===== src/rtl/pc_fetch_unit_pkg.sv =====
// Shared encodings for the bbtron fetch stage:
// next-PC source selection and fetch FSM states.
package pc_fetch_unit_pkg;

    typedef enum logic [1:0] {
        PC_SEQ    = 2'b00,
        PC_BRANCH = 2'b01,
        PC_JUMP   = 2'b10,
        PC_JR     = 2'b11
    } pc_src_e;

    typedef enum logic [1:0] {
        BOOT   = 2'b00,
        FETCH  = 2'b01,
        ISSUE  = 2'b10,
        HALTED = 2'b11
    } state_e;

endpackage


===== src/rtl/pc_fetch_unit_next_pc_calc.sv =====
// Next-PC selection: sequential, branch, J-type target or jr.
// Purely combinational; all sums wrap modulo 2^ADDR_WIDTH.
module next_pc_calc
    import pc_fetch_unit_pkg::*;
#(
    parameter int ADDR_WIDTH = 32,
    parameter int PC_STEP    = 1
) (
    input  logic [ADDR_WIDTH-1:0] pc,
    input  logic [1:0]            pcSrc,
    input  logic                  branchTaken,
    input  logic [ADDR_WIDTH-1:0] branchOffset,
    input  logic [ADDR_WIDTH-1:0] jumpTarget,
    input  logic [ADDR_WIDTH-1:0] regTarget,
    output logic [ADDR_WIDTH-1:0] nextPc,
    output logic [ADDR_WIDTH-1:0] pcPlusOne
);

    pc_src_e               w_src;
    logic [ADDR_WIDTH-1:0] w_seq;
    logic [ADDR_WIDTH-1:0] w_branch;

    assign w_src     = pc_src_e'(pcSrc);
    assign w_seq     = pc + ADDR_WIDTH'(PC_STEP);
    assign w_branch  = w_seq + branchOffset;
    assign pcPlusOne = w_seq;

    always_comb begin
        nextPc = w_seq;
        unique case (w_src)
            PC_SEQ:    nextPc = w_seq;
            PC_BRANCH: nextPc = branchTaken ? w_branch : w_seq;
            PC_JUMP:   nextPc = jumpTarget;
            PC_JR:     nextPc = regTarget;
        endcase
    end

endmodule


===== src/rtl/pc_fetch_unit.sv =====
// PC register and instruction-fetch FSM of the bbtron core.
// One instruction in flight: FETCH until ack, then ISSUE to decode.
module pc_fetch_unit
    import pc_fetch_unit_pkg::*;
#(
    parameter int                    ADDR_WIDTH = 32,
    parameter logic [ADDR_WIDTH-1:0] RESET_PC   = '0,
    parameter int                    PC_STEP    = 1
) (
    input  logic                  clock,
    input  logic                  reset,
    input  logic [ADDR_WIDTH-1:0] jumpTarget,
    input  logic [ADDR_WIDTH-1:0] branchOffset,
    input  logic [ADDR_WIDTH-1:0] regTarget,
    input  logic [1:0]            pcSrc,
    input  logic                  branchTaken,
    input  logic                  stall,
    input  logic                  halt,
    output logic                  imemReq,
    output logic [ADDR_WIDTH-1:0] imemAddr,
    input  logic                  imemAck,
    input  logic [31:0]           imemData,
    output logic [31:0]           instrOut,
    output logic                  instrValid,
    output logic [ADDR_WIDTH-1:0] pc,
    output logic [ADDR_WIDTH-1:0] pcPlusOne
);

    state_e                r_state;
    state_e                w_state_nxt;
    logic [ADDR_WIDTH-1:0] r_pc;
    logic [31:0]           r_instr;
    logic [ADDR_WIDTH-1:0] w_next_pc;
    logic                  w_capture;
    logic                  w_advance;

    next_pc_calc #(
        .ADDR_WIDTH(ADDR_WIDTH),
        .PC_STEP   (PC_STEP)
    ) u_next_pc (
        .pc          (r_pc),
        .pcSrc       (pcSrc),
        .branchTaken (branchTaken),
        .branchOffset(branchOffset),
        .jumpTarget  (jumpTarget),
        .regTarget   (regTarget),
        .nextPc      (w_next_pc),
        .pcPlusOne   (pcPlusOne)
    );

    assign w_capture = (r_state == FETCH) && imemAck;
    assign w_advance = (r_state == ISSUE) && !stall && !halt;

    always_ff @(posedge clock) begin
        if (reset) begin
            r_state <= BOOT;
        end else begin
            r_state <= w_state_nxt;
        end
    end

    // Stall outranks halt; HALTED is left only through reset.
    always_comb begin
        w_state_nxt = r_state;
        unique case (r_state)
            BOOT:   w_state_nxt = FETCH;
            FETCH:  if (imemAck) w_state_nxt = ISSUE;
            ISSUE: begin
                if (!stall) begin
                    w_state_nxt = halt ? HALTED : FETCH;
                end
            end
            HALTED: w_state_nxt = HALTED;
        endcase
    end

    always_comb begin
        imemReq    = (r_state == FETCH);
        instrValid = (r_state == ISSUE);
    end

    always_ff @(posedge clock) begin
        if (reset) begin
            r_pc    <= RESET_PC;
            r_instr <= '0;
        end else begin
            if (w_advance) r_pc <= w_next_pc;
            if (w_capture) r_instr <= imemData;
        end
    end

    assign imemAddr = r_pc;
    assign pc       = r_pc;
    assign instrOut = r_instr;

endmodule


===== config.mk =====
export PLATFORM = sky130hd
export DESIGN_NAME = pc_fetch_unit
export DESIGN_NICKNAME = d
export VERILOG_FILES = /design/src/rtl/pc_fetch_unit_pkg.sv /design/src/rtl/pc_fetch_unit_next_pc_calc.sv /design/src/rtl/pc_fetch_unit.sv
export SDC_FILE = /design/constraint.sdc
export NUM_CORES = 1
export LEC_CHECK = 0
export ABC_AREA = 1
export ABC_CLOCK_PERIOD_IN_PS = 3400
export CAP_MARGIN = 15
export CORE_MARGIN = 2
export CORE_UTILIZATION = 47
export DETAILED_ROUTE_END_ITERATION = 6
export PLACE_DENSITY = 0.92
export SLEW_MARGIN = 30
export SYNTH_ARGS = -nofsm -noshare
export SYNTH_HDL_FRONTEND = slang
export SYNTH_HIERARCHICAL = 1
export SYNTH_SLANG_ARGS = --single-unit

===== constraint.sdc =====
create_clock -name clock -period 3.4 [get_ports clock]
set_input_delay 0.34 -clock clock [delete_from_list [all_inputs] [get_ports clock]]
set_output_delay 0.34 -clock clock [all_outputs]
set_load 0.005 [all_outputs]

* Yosys cells after proc, flatten, opt, wreduce, memory -nomap -nowiden
Index checks and enable logic that the tools add are counted.
** Word-level totals
- Register bits :: 66
- Bits of input ports :: 136
- Output and inout bits :: 130
- Logic and storage cells :: 27
** Cells by class
- Add/subtract/negate cells :: 2
- Eq/ne operators :: 8
- Multiplexer cells :: 6
- Reduce and logical (&&, ||, !) cells :: 8
** Operator list (count)
- 32-bit case mux with 4 select lines :: 1
- 32-bit by 1-bit adder with 32-bit output, second input constant :: 1
- 32-bit adder :: 1
- 32-bit two-way mux :: 1
- 2-bit equality test, second input constant :: 4
- 2-bit case mux with 4 select lines :: 1
- 2-bit two-way mux :: 3
- 2-bit by 1-bit equality test with 1-bit output, second input constant :: 2
- 2-bit logical NOT :: 2
- 1-bit logical AND :: 3
- 1-bit logical NOT :: 2
- 2-bit by 1-bit != test with 1-bit output, second input constant :: 1
- 2-bit != test, second input constant :: 1
- 2-bit AND reduction :: 1

* Depth between registers and ports, before layout
Gate-level depths: netlist (run 1).
- Word-level depth :: 4
- Mapped depth :: 28
- Gate-level depth less buffers :: 28

* Modules after synthesis
Netlist (run 1), hierarchy kept.
** By module, submodules not included
- next_pc_calc :: instances 1, cells an instance 913, area an instance 4508.1 sq um, sequential area each 0.0 sq um
- pc_fetch_unit :: instances 1, cells an instance 460, area an instance 3091.7 sq um, sequential area each 1321.3 sq um

* Worst setup path after synthesis (run 1)
OpenSTA, ideal clock, no wires.
- Kind :: reg2reg
- From :: register r_pc[0], in the netlist imemAddr[0]
- To :: register r_pc[29], in the netlist imemAddr[29]
- Library setup time :: 0.115 ns
- Data arrival time :: 2.832 ns
- Required time :: 3.285 ns
- Path slack :: 0.453 ns
- Stages on the path, launching flop included :: 23
- Path buffers :: 0
- Clock period less this slack :: 2.947 ns
- Cells stage by stage :: dfxtp_1 -> ha_1 -> nand2_1 -> nor2_2 -> nand4_1 -> nor2_2 -> nand2_1 -> xor2_1 -> inv_1 -> ha_1 -> nand2_1 -> nor2_1 -> inv_1 -> nor3_1 -> nand2_1 -> nand3_1 -> nand3_1 -> nand2_1 -> nand3_1 -> inv_1 -> nand3_1 -> nand2_1 -> nor2_1
** On the way
- Word-level cells in the longest chain between the ends :: 4
** RTL lines
- start: declaration :: RTL line pc_fetch_unit.sv:31 : logic [ADDR_WIDTH-1:0] r_pc;
- start signal: assignment :: RTL line pc_fetch_unit.sv:87 : if (w_advance) r_pc <= w_next_pc;
- 32-bit by 1-bit adder with 32-bit output :: RTL line pc_fetch_unit_next_pc_calc.sv:24 : assign w_seq = pc + ADDR_WIDTH'(PC_STEP);
- via pcPlusOne[20] :: RTL line pc_fetch_unit.sv:26 : output logic [ADDR_WIDTH-1:0] pcPlusOne
- 32-bit adder :: RTL line pc_fetch_unit_next_pc_calc.sv:25 : assign w_branch = w_seq + branchOffset;
- 32-bit two-way mux :: RTL line pc_fetch_unit_next_pc_calc.sv:32 : PC_BRANCH: nextPc = branchTaken ? w_branch : w_seq;
- 32-bit case mux with 4 select lines :: RTL line pc_fetch_unit_next_pc_calc.sv:30 : unique case (w_src)
- via w_next_pc[29] :: RTL line pc_fetch_unit.sv:33 : logic [ADDR_WIDTH-1:0] w_next_pc;
The timed path passes the listed nets, and every way through them passes these cells.
A chain may end at the register's enable or synchronous reset.

* Worst setup path after layout (run 1)
- From :: register r_pc[3], in the netlist imemAddr[3]
- To :: register r_pc[18], in the netlist imemAddr[18]
** On the way
- Word-level cells in the longest chain between the ends :: 4
** RTL lines (RTL line)
- 32-bit by 1-bit adder with 32-bit output (*) :: pc_fetch_unit_next_pc_calc.sv:24
- 32-bit adder :: pc_fetch_unit_next_pc_calc.sv:25
- 32-bit two-way mux :: pc_fetch_unit_next_pc_calc.sv:32
- 32-bit case mux with 4 select lines (*) :: pc_fetch_unit_next_pc_calc.sv:30
- via w_next_pc[18] :: pc_fetch_unit.sv:33
Mark *: on every way through the listed nets, which the timed path passes. The rest lies on a longest branch.

==> reports/results.ini, run 1 <==
[outcome]
outcome = completed

[sta]
finalSetupViolCount = 0
finalHoldViolCount = 0
tightest_slew_ns = 0.758
fmax_ghz = 0.300
rsz0062_at_grt = yes
fin_ws_ns = 0.0621
slew_violations = 0
finalCriticalPeriod_ns = 3.34
setup_tns_ns = 0
fin_crit_sh_pct = 98.2
hold_slack_ns = 0.514
worst_clock_skew_ns = 0.00921
relSlewSlack_pct = 49.4

[power]
power_density_nw_per_um2 = 247
ir_worst_vdd_uv = 322
p_int_mw = 1.83
power_frac_clock_pct = 35.8
total_power_mw = 2.75
seq_power_share_pct = 30.9
switchingPower_mw = 0.915
p_sw_share_pct = 33.3
leakage_nw = 5.51
comb_power_share_pct = 33.3

[clock_network]
holdBufCountCts = 0
ctsHtreeMaxLevel = 3
cts.clk_slew.worst_paths_ns = 0.06
cts_buffer_depth = 2
clock_latency_ns = 0.34
numCtsBuffers = 9
cts_tree = yes
cts_num_sinks = 66
cts-root-buf = clkbuf_16

[critical_path]
critPathTopFamily = simple AND/OR/NAND/NOR gates
rrSetupSlack_ns = 0.06
cp_max_fo = 6
critPathMaxStageDelay_ns = 0.41
critPathCaptureType = flop
crit_required_ns = 3.62
cpMostUsedCell = nand2_1
worstPathArrival_ns = 3.56
crit_buf_inv = 3
crit_type = reg2reg
crit_slowest_cell = dfxtp_1
worstSetupStartpointType = flop
path_cells = nand2_1 -> nor2_4 -> nand2_4 -> nor2_4 -> buf_4 -> xnor2_1 -> inv_1 -> ha_4 -> nand2_1 -> nor2_1 -> nand3_1 -> nand2_2 -> nand2_1 -> nand3_1 -> nand2_1 -> o21ai_0 -> nand3b_1 -> inv_1 -> nand3_1 -> nand2_1 -> nor2_1

[routing]
wl_um = 30300
dr_total_vias = 9800
ant_nets = 0
viasPerCell = 5.30
drt_first_pass_iters = 5
drc = 0
avgRoutedWirePerCell_um = 16.4
first_iter_violations = 1166

[place]
placed_area_um2 = 10400
dp_hpwl_um = 23600
gp_congestion = 0.976
place_inst = 1825
dpl_worst_slack_ns = 0.0218
io_buffers = 265

[synth]
synth_nets = 1551
avgSynthCellArea_um2 = 5.54
ys_types = 43
ys_seq_elements = 66
netlist.area_leader.share_pct = 22.5
syn_area_um2 = 7600
yosys_warnings = 6
syn_inst = 1373
yosysTopAreaCell = nand2_1
synth-seq-area-share_pct = 17.4
synth.area.top_cells = nand2_1 23%, dfxtp_1 17%, inv_1 11%

[global_route]
grt_max_degree = 66
grt_pass1_vias = 8947
gr-total-overflow = 0
grt.total_usage_pct = 32.9
grt_pass1_wl_um = 45700
antenna_found_initial = 1

[layout]
layout_commonest_cell = nand2_1
final_nets = 1806
layout_common_cells = 439 x nand2_1, 265 x clkdlybuf4s50_1, 215 x inv_1
finalNonFillerCells = 1850
design_area_um2 = 11100
area_delta_synth_final_pct = 46.5
drive_gt1_share_pct = 11.8
final_util_pct = 70.3

[die]
io_pins = 266
coreArea_um2 = 15800
start_util_pct = 48.0
die_y_um = 131
num_rows = 46
die_width_um = 131
die-area_um2 = 17200

[min_path]
hold_path.class = reg2reg

[job]
max_cap_viol_count = 0

[cell usage after synthesis (all sizes together)]
library cell / number
nand2: 462
inv: 222
nor2: 183
nand3: 128
a21oi: 71
dfxtp: 66
buf: 60
ha: 41
o21ai: 21
xor2: 21
clkbuf: 19
xnor2: 17
nor3: 10
nand4: 9
nand3b: 7
o21bai: 7
and2: 4
o211ai: 4
o22ai: 4
a21o: 3
a22o: 3
and3: 3
a32oi: 2
or2: 2
a221oi: 1
clkinv: 1
fa: 1
o21a: 1
[cell families (layout without fill, tap and decap cells)]
family | after synthesis | after routing | share of synthesized area, %
AND/OR/NAND/NOR | 808 | 808 | 44.9
buffers and inverters | 302 | 562 | 17.6
AO/OA/AOI/OAI | 117 | 117 | 8.56
flip-flops | 66 | 66 | 17.4
adder cells (fa/ha/maj) | 42 | 42 | 7.01
XOR/XNOR | 38 | 38 | 4.58
other | 0 | 1 | 0
[power groups by stage]
stage | Sequential, mW | Combinational (mW) | Clock (mW)
6_report | 0.851 | 0.914 | 0.985
2_1_floorplan | 0.865 | 0.439 | 0
3_3_place_gp | 0.862 | 0.841 | 0
3_5_place_dp | 0.865 | 0.852 | 0
4_1_cts | 0.849 | 0.863 | 0.996
5_1_grt | 0.856 | 0.988 | 1.03
[layout make-up]
class | instances | area [um^2]
inverters | 223 | 837
flip-flops and latches | 66 | 1350
clock buffers | 9 | 225
repair buffers | 323 | 3090
fillers | 1317 | 4690
diodes | 1 | 2.50
well taps | 216 | 270
multi-input cells | 1005 | 5280
clock inverters | 7 | 85.1
[worst min-delay path: cells and delay by family (launching register included)]
kind | cells | cell delay (ns)
buf+inv | 1 | 0.05
flops | 1 | 0.31
simple gates | 3 | 0.12
[routing by layer]
layer	routed length, um	part of all wire [%]	up-vias	GRT usage (%)
met2	14400	47	557	56.1
met1	12200	40	4481	41.7
met3	2790	9.2	71	5.52
met5	0	0	-	0
met4	975	3.2	0	12.0
li1	-	-	4691	-
[state kept, by name (all words and copies together), names as in the netlist]
name      flops
r_state       2
instrOut     32
imemAddr     32
[worst paths after layout]
| check | from | endpoint | depth (start not counted) |
|---|---|---|---|
| worst min-delay path | instrOut[18] | instrOut[18] | 4 |
| worst max-delay path | imemAddr[3] | imemAddr[18] | 21 |
| worst max register to register | imemAddr[3] | imemAddr[18] | 21 |
| worst min register to register | instrOut[18] | instrOut[18] | 4 |
[what timing repair did]
item / CTS / global route
pin swaps: 0 / 11
resized for setup: 1 / 93
setup endpoints to repair: 1 / 22
setup buffers: 0 / 8
endpoints found under the hold margin: 0 / 0
(Power assumes the default switching activity.)
==> inputs of run 2 (changes only) <==
--- a/config.mk
+++ b/config.mk
@@ -5,11 +5,10 @@
 export SDC_FILE = /design/constraint.sdc
 export NUM_CORES = 1
 export LEC_CHECK = 0
-export ABC_AREA = 1
 export ABC_CLOCK_PERIOD_IN_PS = 3400
 export CAP_MARGIN = 15
 export CORE_MARGIN = 2
-export CORE_UTILIZATION = 47
+export CORE_UTILIZATION = 45
 export DETAILED_ROUTE_END_ITERATION = 6
 export PLACE_DENSITY = 0.92
 export SLEW_MARGIN = 30
==> constraint.sdc (replaced) <==
create_clock -name clock -period 3.4 [get_ports clock]
set_input_delay 0.34 -clock clock [delete_from_list [all_inputs] [get_ports clock]]
set_output_delay 0.34 -clock clock [all_outputs]
set_load 0.01 [all_outputs]
==> run 2 against run 1 <==
Compared with the run above: the flow now finishes with violations (setup timing); count of clock-buffer cells in the layout grew 4; critical endpoint is now imemAddr[31]; cell area grew 4.7%; die area decreased by 7.6%; clock power fell by 8.1%.
==> reports/results.ini, run 2 <==
[routing]
viasPerCell = 6.01
first_iter_violations = 715
dr_total_vias = 8398
avgRoutedWirePerCell_um = 21.5
ant_nets = 0
drc = 0
wl_um = 30000
drt_first_pass_iters = 6

[global_route]
gr-total-overflow = 0
grt_pass1_wl_um = 42400
grt.total_usage_pct = 33.3
grt_pass1_vias = 8226
antenna_found_initial = 1
grt_max_degree = 85

[layout]
area_delta_synth_final_pct = 73.9
layout_commonest_cell = clkdlybuf4s50_1
layout_common_cells = 264 x clkdlybuf4s50_1, 158 x buf_4, 136 x nand2b_1
design_area_um2 = 11700
finalNonFillerCells = 1398
antenna_cells = 0
final_nets = 1387
drive_gt1_share_pct = 27.3

[power]
leakage_nw = 4.86
power_density_nw_per_um2 = 214
ir_worst_vdd_uv = 321

[critical_path]
crit_buf_inv = 5
critPathMaxStageDelay_ns = 0.34
r2r-start = imemAddr[5]
critPathCaptureType = flop
crit_required_ns = 3.58
worstPathArrival_ns = 3.99
path_cells = nand4_1 -> buf_6 -> buf_12 -> nor3_4 -> buf_6 -> buf_12 -> nand3_4 -> xnor2_2 -> ha_1 -> a21oi_2 -> o21ai_0 -> a31o_1 -> o21ai_4 -> buf_4 -> a41oi_2 -> a21bo_1 -> a211o_1 -> nand2b_1 -> mux2i_1
r2r_end = imemAddr[31]
rrSetupSlack_ns = -0.41
critPathTopFamily = compound AO/OA/AOI/OAI gates
cp_max_fo = 5
reg2reg_depth = 19
worstSetupStartpointType = flop
crit_slowest_cell = dfxtp_4
crit_type = reg2reg

[synth]
syn_inst = 841
synth.area.top_cells = dfxtp_1 20%, nand2b_1 13%, mux2i_1 11%
yosys_warnings = 6
ys_seq_elements = 66
synth_nets = 1019
syn_area_um2 = 6700
netlist.area_leader.share_pct = 19.7
yosys.cell_count.top_type = nand2b_1
synth_ff_type = dfxtp_1
synth-edff-count = 0
synthArstFlopShare_pct = 0
synth-seq-area-share_pct = 19.7
synth_commonest_cells = 136 x nand2b_1, 74 x mux2i_1, 66 x dfxtp_1
ys_types = 71
yosysTopAreaCell = dfxtp_1
avgSynthCellArea_um2 = 7.97

[clock_network]
ctsHtreeMaxLevel = 3
clock_latency_ns = 0.32
holdBufCountCts = 0
cts-root-buf = clkbuf_16
cts_num_sinks = 66
cts.clk_slew.worst_paths_ns = 0.05
numCtsBuffers = 9
cts_buffer_depth = 2
cts_tree = yes

[min_path]
min_to = instrOut[27]
min-delay-start = instrOut[27]
min_path_cells = 2
hold_path.class = reg2reg

[outcome]
outcome = finished with violations
violations = setup timing

[sta]
relSlewSlack_pct = 46.6
worst_clock_skew_ns = 0.00857
rsz0062_at_grt = yes
fin_crit_sh_pct = 112
fin_ws_ns = -0.411
finalCriticalPeriod_ns = 3.81
fmax_ghz = 0.262
finalHoldViolCount = 0
setup_tns_ns = -2.58
tightest_slew_ns = 0.799
finalSetupViolCount = 14
slew_violations = 0
hold_slack_ns = 0.470

[die]
num_rows = 44
die_width_um = 126
start_util_pct = 46.1
die_y_um = 126
coreArea_um2 = 14500
io_pins = 266
die-area_um2 = 15900

[place]
dpl_worst_slack_ns = -0.315
placed_area_um2 = 10300
io_buffers = 265
place_inst = 1346
gp_congestion = 1.01
dp_hpwl_um = 20700

[job]
max_cap_viol_count = 0

run 2: changes by cell type after synthesis, sizes merged, moves of 10 or more:
cell / previous run / this run
mux2i: 0 / 74
inv: 222 / 17
nor2b: 0 / 10
nand2b: 0 / 136
nand3: 128 / 26
nor2: 183 / 44
nand2: 462 / 55
a21oi: 71 / 50
clkbuf: 19 / 35
o21ai: 21 / 33
buf: 60 / 44
xnor2: 17 / 28
a21o: 3 / 20
run 2: power breakdown:
group | internal, mW | total (mW) | switching, mW
registers | 0.797 | 0.813 | 0.0165
clock network | 0.586 | 0.905 | 0.319
logic | 0.414 | 0.771 | 0.357
run 2: repair_timing:
| item | 4_1_cts | 5_1_grt |
|---|---|---|
| setup endpoints to repair | 12 | 19 |
| pin swaps | 41 | 68 |
| buffers inserted | 15 | 24 |
| gates resized for setup | 68 | 83 |
run 2: worst max-delay path by stage:
stage                     depth (start not counted)  slack [ns]             from            to
final                                            19       -0.41      imemAddr[5]  imemAddr[31]
after global routing                             17       -0.61      imemAddr[5]  imemAddr[20]
after CTS                                        18       -0.12      imemAddr[4]  imemAddr[20]
after detailed placement                         18       -0.31      imemAddr[4]  imemAddr[22]
after global placement                           15       -0.16  branchOffset[0]  imemAddr[22]
after floorplan                                  16       -0.18      imemAddr[3]  imemAddr[22]
run 2: area by class of cell:
| class | instances | area (um^2) |
|---|---|---|
| sequential | 66 | 1340 |
| tap | 184 | 230 |
| inverter | 17 | 63.8 |
| clock inverter | 3 | 40.0 |
| timing repair buffer | 436 | 4000 |
| multi-input combinational | 679 | 5730 |
| fill | 877 | 2880 |
| clock buffer | 13 | 250 |
run 2: layer usage:
metal | track usage, % | share of wire (%) | vias to the layer above
met5 | 0 | 0.043 | -
met2 | 57.7 | 48 | 601
li1 | - | - | 3667
met4 | 19.3 | 8.1 | 2
met1 | 37.3 | 34 | 3911
met3 | 7.77 | 9.4 | 217
run 2: cell families after synthesis:
family                     synth area share, %
adders and majority gates                 7.95
buffers and inverters                     7.78
DFF                                       19.7
AOI/OAI and AO/OA                         17.5
xor gates and xnor gates                  6.66
and+or+nand+nor                           27.5
muxes                                     12.9
run 2: tightest hold or removal path: cells and delay by family, from the launching register on:
kind / cells / cell delay [ns]
multiplexers: 1 / 0.05
flip-flops: 1 / 0.30
AND/OR/NAND/NOR: 1 / 0.06
run 2: per-stage QoR:
step                total power, mW  utilization, %
finish                         2.49            80.2
global route                   2.58            80.2
CTS                            2.44            76.0
detailed placement             1.51            70.7
global placement               1.49            70.7
floorplan                      1.15               -
==> inputs of run 3 (changes only) <==
--- a/config.mk
+++ b/config.mk
@@ -9,6 +9,7 @@
 export CAP_MARGIN = 15
 export CORE_MARGIN = 2
 export CORE_UTILIZATION = 45
+export CTS_CLUSTER_SIZE = 25
 export DETAILED_ROUTE_END_ITERATION = 6
 export PLACE_DENSITY = 0.92
 export SLEW_MARGIN = 30
==> results of run 3 <==
No change in the layout: final DEF, timing and power equal those of run 2.
